**src/rtl/instr_issue_unit.sv**
```systemverilog
// Walks the instruction BRAM from 0 on start, drops NOPs, expands REPEAT, stops at HALT; 3 cycles per issue.
// issue_valid holds with a stable word until issue_ready; repeated issues go back-to-back while ready.
module instr_issue_unit #(
    parameter int INSTR_BRAM_DEPTH = 11
) (
    input  logic                        S_AXIS_ACLK,
    input  logic                        S_AXIS_ARESETN,
    input  logic                        VALID_FU2PE,
    output logic [INSTR_BRAM_DEPTH-1:0] instr_rd_addr,
    output logic                        instr_rd_en,
    input  logic [31:0]                 instr_dout,
    output logic                        issue_valid,
    input  logic                        issue_ready,
    output logic [31:0]                 issue_data,
    output logic                        busy,
    output logic                        done,
    output logic                        err
);

    typedef enum logic [2:0] {
        S_IDLE,
        S_FETCH,
        S_DECODE,
        S_ISSUE,
        S_DONE
    } state_t;

    localparam logic [3:0] OP_NOP    = 4'h0;
    localparam logic [3:0] OP_REPEAT = 4'hD;
    localparam logic [3:0] OP_HALT   = 4'hF;

    state_t                      state_q, state_d;
    logic [INSTR_BRAM_DEPTH-1:0] pc_q, pc_d;
    logic [15:0]                 rpt_q, rpt_d;
    logic [31:0]                 data_q, data_d;
    logic                        err_q, err_d;
    logic                        advance;

    always_ff @(posedge S_AXIS_ACLK or negedge S_AXIS_ARESETN) begin
        if (!S_AXIS_ARESETN) begin
            state_q <= S_IDLE;
            pc_q    <= '0;
            rpt_q   <= '0;
            data_q  <= '0;
            err_q   <= 1'b0;
        end else begin
            state_q <= state_d;
            pc_q    <= pc_d;
            rpt_q   <= rpt_d;
            data_q  <= data_d;
            err_q   <= err_d;
        end
    end

    always_comb begin
        state_d = state_q;
        pc_d    = pc_q;
        rpt_d   = rpt_q;
        data_d  = data_q;
        err_d   = err_q;
        advance = 1'b0;

        case (state_q)
            S_IDLE: begin
                if (VALID_FU2PE) begin
                    pc_d    = '0;
                    rpt_d   = '0;
                    err_d   = 1'b0;
                    state_d = S_FETCH;
                end
            end
            S_FETCH: state_d = S_DECODE;
            S_DECODE: begin
                case (instr_dout[31:28])
                    OP_NOP: advance = 1'b1;
                    OP_REPEAT: begin
                        rpt_d   = instr_dout[15:0];
                        advance = 1'b1;
                    end
                    OP_HALT: begin
                        rpt_d   = '0;
                        state_d = S_DONE;
                    end
                    default: begin
                        data_d  = instr_dout;
                        state_d = S_ISSUE;
                    end
                endcase
            end
            S_ISSUE: begin
                if (issue_ready) begin
                    if (rpt_q != 16'd0) rpt_d = rpt_q - 16'd1;
                    else                advance = 1'b1;
                end
            end
            S_DONE:  state_d = S_IDLE;
            default: state_d = S_IDLE;
        endcase

        // The pc never wraps: stepping past the last word is a program error.
        if (advance) begin
            if (pc_q == '1) begin
                err_d   = 1'b1;
                state_d = S_DONE;
            end else begin
                pc_d    = pc_q + INSTR_BRAM_DEPTH'(1);
                state_d = S_FETCH;
            end
        end
    end

    assign instr_rd_en   = (state_q == S_FETCH);
    assign instr_rd_addr = (state_q == S_FETCH) ? pc_q : '0;
    assign issue_valid   = (state_q == S_ISSUE);
    assign issue_data    = data_q;
    assign busy          = (state_q != S_IDLE);
    assign done          = (state_q == S_DONE);
    assign err           = err_q;

endmodule
```
**config.mk**
```make
export PLATFORM = sky130hd
export DESIGN_NAME = instr_issue_unit
export DESIGN_NICKNAME = d
export VERILOG_FILES = /design/src/rtl/instr_issue_unit.sv
export SDC_FILE = /design/constraint.sdc
export NUM_CORES = 1
export LEC_CHECK = 0
export CAP_MARGIN = 20
export CORE_MARGIN = 2
export CORE_UTILIZATION = 44
export CTS_CLUSTER_DIAMETER = 200
export DETAILED_ROUTE_END_ITERATION = 8
export PLACE_DENSITY = 0.76
export SKIP_LAST_GASP = 1
export SLEW_MARGIN = 20
export SYNTH_ARGS = -nofsm -noshare
export SYNTH_HDL_FRONTEND = slang
export SYNTH_SLANG_ARGS = --single-unit
```
**constraint.sdc**
```tcl
create_clock -name S_AXIS_ACLK -period 1.9 [get_ports S_AXIS_ACLK]
set_input_delay 0.38 -clock S_AXIS_ACLK [delete_from_list [all_inputs] [get_ports S_AXIS_ACLK]]
set_output_delay 0.38 -clock S_AXIS_ACLK [all_outputs]
set_load 0.005 [all_outputs]
```
* After elaboration in Yosys (flattened, before gate mapping)
Cells that the tools add are included.
** Storage, ports and cells
- Bits in registers :: 63
- Input port bits :: 36
- Logic and storage cells :: 55
** Operators by class
- Add/subtract/negate cells :: 2
- Equal/unequal tests :: 14
- Mux-type cells :: 23
- Bitwise operators :: 1
- Reductions and logical operators :: 10
** Operator list (number)
- 11-bit 2-to-1 mux :: 5
- 16-bit 2-to-1 mux :: 3
- 16-bit one-hot mux with 3 select lines :: 1
- 16-bit one-hot mux with 2 select lines :: 1
- 16-bit nonzero test :: 1
- 16-bit by 1-bit subtractor with 16-bit output (second input constant) :: 1
- 3-bit one-hot mux with 4 select lines :: 1
- 11-bit by 1-bit adder with 11-bit output (second input constant) :: 1
- 11-bit equality test (second input constant) :: 1
- 3-bit 2-to-1 mux :: 3
- 4-bit equality test (second input constant) :: 2
- 1-bit 2-to-1 mux :: 7
- 3-bit by 2-bit equality test with 1-bit output (second input constant) :: 2
- 2-bit by 1-bit != test with 1-bit output (second input constant) :: 3
- 3-bit != test (second input constant) :: 2
- 3-bit one-hot mux with 2 select lines :: 1
- 3-bit nonzero test :: 2
- 5-bit AND reduction :: 1
- 4-bit zero test :: 1
- 3-bit by 1-bit equality test with 1-bit output (second input constant) :: 1
- 3-bit equality test (second input constant) :: 1
- 3-bit zero test :: 1
- 3-bit by 2-bit != test with 1-bit output (second input constant) :: 1
- 3-bit AND reduction :: 1
- 6 further kinds :: 6

* Longest topological paths before layout
Gate-level depths: netlist (run 1).
- Word-level depth :: 6
- Mapped depth :: 8
- Mapped depth without buffers :: 7

* Least setup slack after synthesis (run 1)
No wires, ideal clock.
- Path kind :: register to register
- Start :: register rpt_q[0]
- End :: register pc_q[3]
- Setup time :: 0.078 ns
- Arrival :: 1.983 ns
- Setup slack :: -0.160 ns
- Cell stages (with the launch flop) :: 8
- Period minus slack after synthesis :: 2.060 ns
- Cells stage by stage :: dfrtp_1 -> inv_1 -> ha_1 -> nor3b_1 -> nand4_2 -> o22a_4 -> or4_1 -> a21oi_1
** Between the ends
- Word-level cells in the longest chain between the ends :: 5
** RTL lines
- start: declaration :: RTL line 34 : logic [15:0] rpt_q, rpt_d;
- start signal: assignment :: RTL line 49 : rpt_q <= rpt_d;
- 16-bit nonzero test :: RTL line 92 : if (rpt_q != 16'd0) rpt_d = rpt_q - 16'd1;
- 1-bit 2-to-1 mux :: RTL line 92
- 1-bit 2-to-1 mux :: RTL line 91 : if (issue_ready) begin
- 1-bit one-hot mux with 2 select lines :: RTL line 63 : case (state_q)
- 11-bit 2-to-1 mux :: RTL line 101 : if (advance) begin
- via pc_d[3] :: RTL line 33 : logic [INSTR_BRAM_DEPTH-1:0] pc_q, pc_d;
- end signal: assignment :: RTL line 48 : pc_q <= pc_d;
- end: declaration :: RTL line 33
The timed path passes the listed nets, and every way through them passes these cells.
A chain may end at the register's enable or synchronous reset.

* Worst setup path in the final report (run 1)
- Start :: input port instr_dout[30]
- End :: register pc_q[4]
** Between the ends
- Word-level cells in the longest chain between the ends :: 5
- Elaborated cells between the ends (all ways) :: 6
- Those cells by class :: eq/ne (1); mux (3); reduce/logical (2)
** RTL lines
- start: declaration :: RTL line 11 : input logic [31:0] instr_dout,
- 4-bit equality test / 4-bit zero test (equally long branches) :: RTL line 74 : case (instr_dout[31:28])
- 2-bit OR reduction (no line) (*)
- 1-bit 2-to-1 mux (*) :: RTL line 74
- 1-bit one-hot mux with 2 select lines (*) :: RTL line 63
- 11-bit 2-to-1 mux (*) :: RTL line 101
- via pc_d[4] :: RTL line 33
Mark *: on every way through the listed nets, which the timed path passes. The rest lies on a longest branch.

==> results.md, run 1 <==
* Post-synthesis adder-cell area fraction at 0.0117
* Status: finished, violations left
* Hold Vio Cnt, Final at 0
* Main combinational cell family by area after synthesis: simple AND/OR/NAND/NOR gates
* Slew Limit Fails at 0
* Layout area overhead at 66.9%
* Placed cell count at 525
* Seq cells post-synth at 63
* Post-Syn Area at 0.00321 sq mm
* Drt pass-1 iters at 6
* GRT Total Usage at 0.261
* Hold Crit Class: in -> async
* Syn Nets at 346
* Core Area at 0.00718 sq mm
* Final worst slack at -208 ps
* CTS tree: yes
* Vias in the first global route at 3229
* Synth Area in Compound Gates at 0.149
* IO Pins at 84
* Root Driver: clkbuf_8
* Initial core utilization at 0.448
* Final Wtd Congestion at 0.889
* Syn Area/Cell at 10.5 sq um
* Register area share after synthesis at 0.490
* Peak fanout along the critical path at 6
* # rows at 31
* FMAX at 474 MHz
* R2R depth at 7
* Max_cap viols at 0
* Antenna cells at 0
* Crit. End Element: flop
* Distinct cells, synth at 53
* Slowest cell on the critical path: or4_1
* Final #Nets at 514
* XOR/XNOR share of the synthesized area at 0.00817
* Synth area leader: dfrtp_1
* # hold bufs at CTS at 0
* Clock skew after layout at 13.0 ps
* Final core area utilization at 0.748
* Global-route wire length before repair at 15.7 mm
* Critical Path AT at 2380 ps
* Die Y-Extent at 89.5 microns
* Share of the synthesized area in the top cell type at 0.490
* Tightest Pin Transition at 623 ps
* PD cells at 1040 mW/mm^2
* DRC Markers at 0
* Num Clock Sinks at 63
* Crit-path cells: clkdlybuf4s50_1, buf_4, nor3_1, o21bai_4, o22a_4, or4_1, a21oi_1
* Total die area at 0.00800 sq mm
* Mux share of post-synthesis cell area at 0.115
* Share of post-route cells with drive strength above 1 at 0.413
* Final min period at 2110 ps
* CP required at 2170 ps
* Post-DRT Antenna Nets at 0
* Iter 0 DRT Violations at 249
* Pin count of the biggest net entering global routing at 25
* PortBufs at 83
* Async SR Flop Fraction at 1.00
* Dpl ws at -347 ps
* Max stage delay on crit path at 480 ps
* Peak supply drop at 0.000702 V
* Hpwl dp at 6.11 mm
* Top FF cell, synth: dfrtp_1
* Total grt overflow at 0
* Setup repair after global routing missed its margin: yes
* Synth area leaders: dfrtp_1, mux2_2, nand2_1
* Number of synthesized flops with an enable pin at 0
* Via count at 3314
* Crit path kind: in -> reg
* Mapped Cells at 307
* H-tree levels at 3
* Final cell count without fillers at 579
* Die width at 89.5 microns
* Failing checks: setup timing
* Clock buffer depth at 2
* Rel. slew slack at 0.585
* Simple-gate share of the synthesized area at 0.199
* Ys Warns at 0
* Startpoint types: primary input
* Pleak at 2.29 nW
* DR WL/cell at 19.1 microns
* Period Utilization, post-route at 1.11
* Post-Route WL at 11.0 mm
* Clock-pin slew on the worst setup and hold paths at 70 ps
* Antenna violations before repair at 0
* Vias per cell at 5.72
* Skew-Pair Late Insertion Delay at 350 ps
* Setup violators final at 71
* CTS buffer count at 9
==> flip-flops by register name, summed over array words and instances, names as in the netlist <==
| signal | cells |
|---|---|
| issue_data | 32 |
| rpt_q | 16 |
| pc_q | 11 |
| state_q | 3 |
| err | 1 |
==> per-stage QoR <==
| step | power (W) | instance area, sq um | TNS, ps | hold WS (ps) |
|---|---|---|---|---|
| after floorplan | 0.00298 | 3230 | -72.3 | 84.4 |
| after global placement | 0.00415 | 4530 | -11290 | 424 |
| after detailed placement | 0.00422 | 4530 | -14170 | 423 |
| after CTS | 0.00543 | 5070 | -2940 | 51.7 |
| after global routing | 0.00585 | 5370 | -10350 | 89.4 |
| final | 0.00559 | 5370 | -7000 | 47.1 |
==> cells in the mapped netlist (3+ instances only) <==
library cell / n
dfrtp_1: 63
nand2_1: 32
mux2_2: 31
o21ai_0: 16
a21oi_1: 14
and2_1: 13
nand3_1: 13
nor2_1: 13
clkbuf_1: 12
nor3_1: 7
or3_1: 7
and3_1: 6
inv_1: 6
a22o_1: 5
nand2b_1: 5
nor3b_1: 5
o211ai_1: 4
o31ai_1: 4
ha_1: 3
o41ai_1: 3
or4_1: 3
==> power breakdown <==
part	switching, W	internal (W)
Clock	0.000542	0.000610
Sequential	0.000347	0.00183
Combinational	0.000831	0.00143
Total	0.00172	0.00387
==> worst max-delay path: cells and delay by family <==
| family | cells | cell delay, ps |
|---|---|---|
| AOI/OAI and AO/OA | 3 | 620 |
| and+or+nand+nor | 2 | 780 |
| buffers and inverters | 2 | 590 |
==> layer usage <==
metal	track usage	vias up	wire length (microns)
met5	0	-	0
met4	0.138	0	353
met3	0.0794	39	774
met2	0.430	172	5550
met1	0.306	1635	4360
li1	-	1468	-
==> kinds of logic after synthesis <==
kind of cell | Yosys count
adders and majority gates | 3
muxes | 33
xor gates and xnor gates | 3
buffers and inverters | 22
and+or+nand+nor | 115
AOI/OAI and AO/OA | 68
DFF | 63
==> path summary, 6_finish.rpt <==
path	from	slack (ps)	to
max in group asynchronous	S_AXIS_ARESETN	1320	issue_data[12]
min in group S_AXIS_ACLK	err	470	err
worst min-delay path	S_AXIS_ARESETN	50	issue_data[3]
worst min register to register	err	470	err
worst max-delay path	instr_dout[30]	-210	pc_q[4]
worst max register to register	rpt_q[0]	-180	pc_q[4]
==> layout make-up <==
cell class | count | area (sq um)
tap | 99 | 124
fill | 458 | 1810
inverter | 6 | 22.5
sequential | 63 | 1580
multi-input combinational | 223 | 1800
timing repair buffer | 172 | 1640
clock inverter | 3 | 15.0
clock buffer | 13 | 179
==> what timing repair did <==
item | in CTS | in global routing
hold endpoints to repair | 0 | 0
buffers inserted | 19 | 19
pin swaps | 9 | 17
setup endpoints to repair | 66 | 73
gates cloned | 4 | 1
gates resized for setup | 89 | 62
==> placed cells by master (no fill, tap or decap), types with 4 or more instances in the layout <==
cell type        instances
and3_1                   5
o211ai_1                 4
nor2_1                  12
clkbuf_8                13
buf_4                   65
nor3_1                   6
or3_1                    6
nand3_1                 12
and2_4                  11
buf_12                   5
a22o_1                   5
a21oi_1                 11
o21ai_0                 11
nand2_1                 28
clkdlybuf4s50_1         67
dfrtp_1                 61
mux2_2                  29
nand2b_1                 5
buf_6                   26
Note: power is estimated with default switching activity, not from simulation.
==> run 2: changes to the inputs <==
--- a/config.mk
+++ b/config.mk
@@ -5,6 +5,7 @@
 export SDC_FILE = /design/constraint.sdc
 export NUM_CORES = 1
 export LEC_CHECK = 0
+export ABC_CLOCK_PERIOD_IN_PS = 1900
 export CAP_MARGIN = 20
 export CORE_MARGIN = 2
 export CORE_UTILIZATION = 44
==> results of run 2 <==
The final DEF is identical to that of run 1; final timing and power are the same.
==> run 3: changes to the inputs <==
--- a/config.mk
+++ b/config.mk
@@ -5,13 +5,13 @@
 export SDC_FILE = /design/constraint.sdc
 export NUM_CORES = 1
 export LEC_CHECK = 0
-export ABC_CLOCK_PERIOD_IN_PS = 1900
+export ABC_CLOCK_PERIOD_IN_PS = 2400
 export CAP_MARGIN = 20
 export CORE_MARGIN = 2
-export CORE_UTILIZATION = 44
+export CORE_UTILIZATION = 49
 export CTS_CLUSTER_DIAMETER = 200
 export DETAILED_ROUTE_END_ITERATION = 8
-export PLACE_DENSITY = 0.76
+export PLACE_DENSITY = 0.8
 export SKIP_LAST_GASP = 1
 export SLEW_MARGIN = 20
 export SYNTH_ARGS = -nofsm -noshare
==> constraint.sdc (replaced) <==
create_clock -name S_AXIS_ACLK -period 2.4 [get_ports S_AXIS_ACLK]
set_input_delay 0.48 -clock S_AXIS_ACLK [delete_from_list [all_inputs] [get_ports S_AXIS_ACLK]]
set_output_delay 0.48 -clock S_AXIS_ACLK [all_outputs]
set_load 0.005 [all_outputs]
==> results.md, run 3 (same netlist as run 1, synthesis figures left out) <==
* Status: completed
* Rel. slew slack at 0.562
* Max_cap viols at 0
* Num Clock Sinks at 63
* Share of post-route cells with drive strength above 1 at 0.207
* DR WL/cell at 16.6 microns
* Pleak at 1.85 nW
* Clock buffer depth at 2
* Slew Limit Fails at 0
* Final min period at 2320 ps
* CP top delay family: buffers and inverters
* CTS tree: yes
* Initial core utilization at 0.506
* CTS buffer count at 9
* Startpoint types: flop
* Peak fanout along the critical path at 12
* H-tree levels at 3
* Total die area at 0.00722 sq mm
* FMAX at 431 MHz
* Final Wtd Congestion at 0.858
* Period Utilization, post-route at 0.966
* Seq pwr share at 0.424
* DRC Markers at 0
* GRT Total Usage at 0.240
* Drt pass-1 iters at 4
* Vias in the first global route at 2928
* Switch share at 0.301
* Die width at 85.0 microns
* Slowest cell on the critical path: clkdlybuf4s50_1
* Final core area utilization at 0.710
* Via count at 2835
* Critical Path AT at 1840 ps
* Hpwl dp at 5.75 mm
* Peak supply drop at 0.000668 V
* Buf/Inv on CP at 3
* Crit. End Element: output port
* R2R depth at 7
* Crit Reg-Reg Endpoint: pc_q[3]
* Global-route wire length before repair at 13.6 mm
* Post-DRT Antenna Nets at 0
* Final #Nets at 450
* PD cells at 919 mW/mm^2
* Crit-path cells: nand3b_1, inv_2, buf_6, clkdlybuf4s50_1
* Root Driver: clkbuf_8
* Final hold slack at 159 ps
* Antenna violations before repair at 0
* Largest register FFs at 32
* Hold Crit Class: in -> async
* Combinational power share at 0.345
* Vias per cell at 5.75
* Setup violators final at 0
* Clock skew after layout at 8.08 ps
* Die Y-Extent at 85.0 microns
* PortBufs at 83
* Cell-internal power at 0.00290 W
* Hold Vio Cnt, Final at 0
* Tightest Pin Transition at 651 ps
* CP required at 1920 ps
* Clock power share at 0.231
* Reg-to-Reg Start: rpt_q[0]
* Post-Route WL at 8.17 mm
* Net Switching at 0.00125 W
* Clock-pin slew on the worst setup and hold paths at 80 ps
* Layout area overhead at 40.2%
* Setup repair after global routing missed its margin: no
* Skew-Pair Late Insertion Delay at 360 ps
* Placed cell count at 472
* Most common cell after layout, fill and taps aside: clkdlybuf4s50_1
* Max stage delay on crit path at 520 ps
* Crit path kind: reg -> out
* IO Pins at 84
* Antenna cells at 0
* # rows at 29
* Most frequent cells in the layout: clkdlybuf4s50_1, dfrtp_1, nand2_1
* Pin count of the biggest net entering global routing at 33
* Reg2Reg Setup Slack at 140 ps
* Total grt overflow at 0
* Core Area at 0.00635 sq mm
* Fillers at 457
* Iter 0 DRT Violations at 136
* Final cell count without fillers at 493
run 3: worst max path at each step:
stage / startpoint / to / slack (ps) / depth (start not counted)
final: state_q[2] / issue_valid / 80 / 4
after global routing: state_q[1] / instr_rd_addr[0] / 3 / 4
after CTS: state_q[2] / issue_valid / -1 / 4
after detailed placement: instr_dout[30] / pc_q[5] / -20 / 7
after global placement: instr_dout[31] / pc_q[3] / 60 / 6
after floorplan: rpt_q[0] / pc_q[3] / 340 / 7
run 3: power by group through the flow:
stage          clock [W]  combinational (W)  sequential [W]
3_5_place_dp           0            0.00143         0.00177
4_1_cts         0.000969            0.00144         0.00175
5_1_grt          0.00101            0.00157         0.00181
2_1_floorplan          0           0.000610         0.00174
6_report        0.000956            0.00143         0.00176
3_3_place_gp           0            0.00139         0.00174
run 3: final cells by class:
type                    count  area (sq um)  area share
well taps                  77          96.3      0.0214
multi-input cells         222          1570       0.348
flip-flops and latches     63          1580       0.351
repair buffers            109          1030       0.230
clock inverters             6          68.8      0.0153
inverters                   6          22.5     0.00500
clock buffers              10           138      0.0305
run 3: what timing repair did:
item | CTS | global route
endpoints found under the setup margin | 3 | 12
buffers inserted | 0 | 4
pin swaps | 0 | 0
gates cloned | 0 | 1
hold buffers | 0 | 0
gates resized for setup | 2 | 7
run 3: metal layers:
layer  global-route usage  vias up  share of wire
met5                    0        -              0
li1                     -     1331              -
met4                0.117        0          0.020
met3               0.0525       14          0.063
met1                0.305     1391           0.42
met2                0.391       99           0.50
run 3: worst reg2reg max path: cells and delay by family (launching register included):
| kind | cells | cell delay [ps] |
|---|---|---|
| AO/OA/AOI/OAI | 2 | 450 |
| adder cells (fa/ha/maj) | 1 | 190 |
| buffers and inverters | 1 | 110 |
| flip-flops | 1 | 410 |
| AND/OR/NAND/NOR | 3 | 1020 |
run 3: metrics by stage:
stage | cell area (sq um) | power, W | setup slack [ps] | TNS, ps
global route | 4510 | 0.00439 | 3.18 | 0
CTS | 4450 | 0.00416 | -1.00 | -1.00
floorplan | 3210 | 0.00235 | 340 | 0
finish | 4510 | 0.00414 | 82.2 | 0
detailed placement | 4240 | 0.00320 | -20.0 | -26.2
global placement | 4240 | 0.00313 | 59.6 | 0
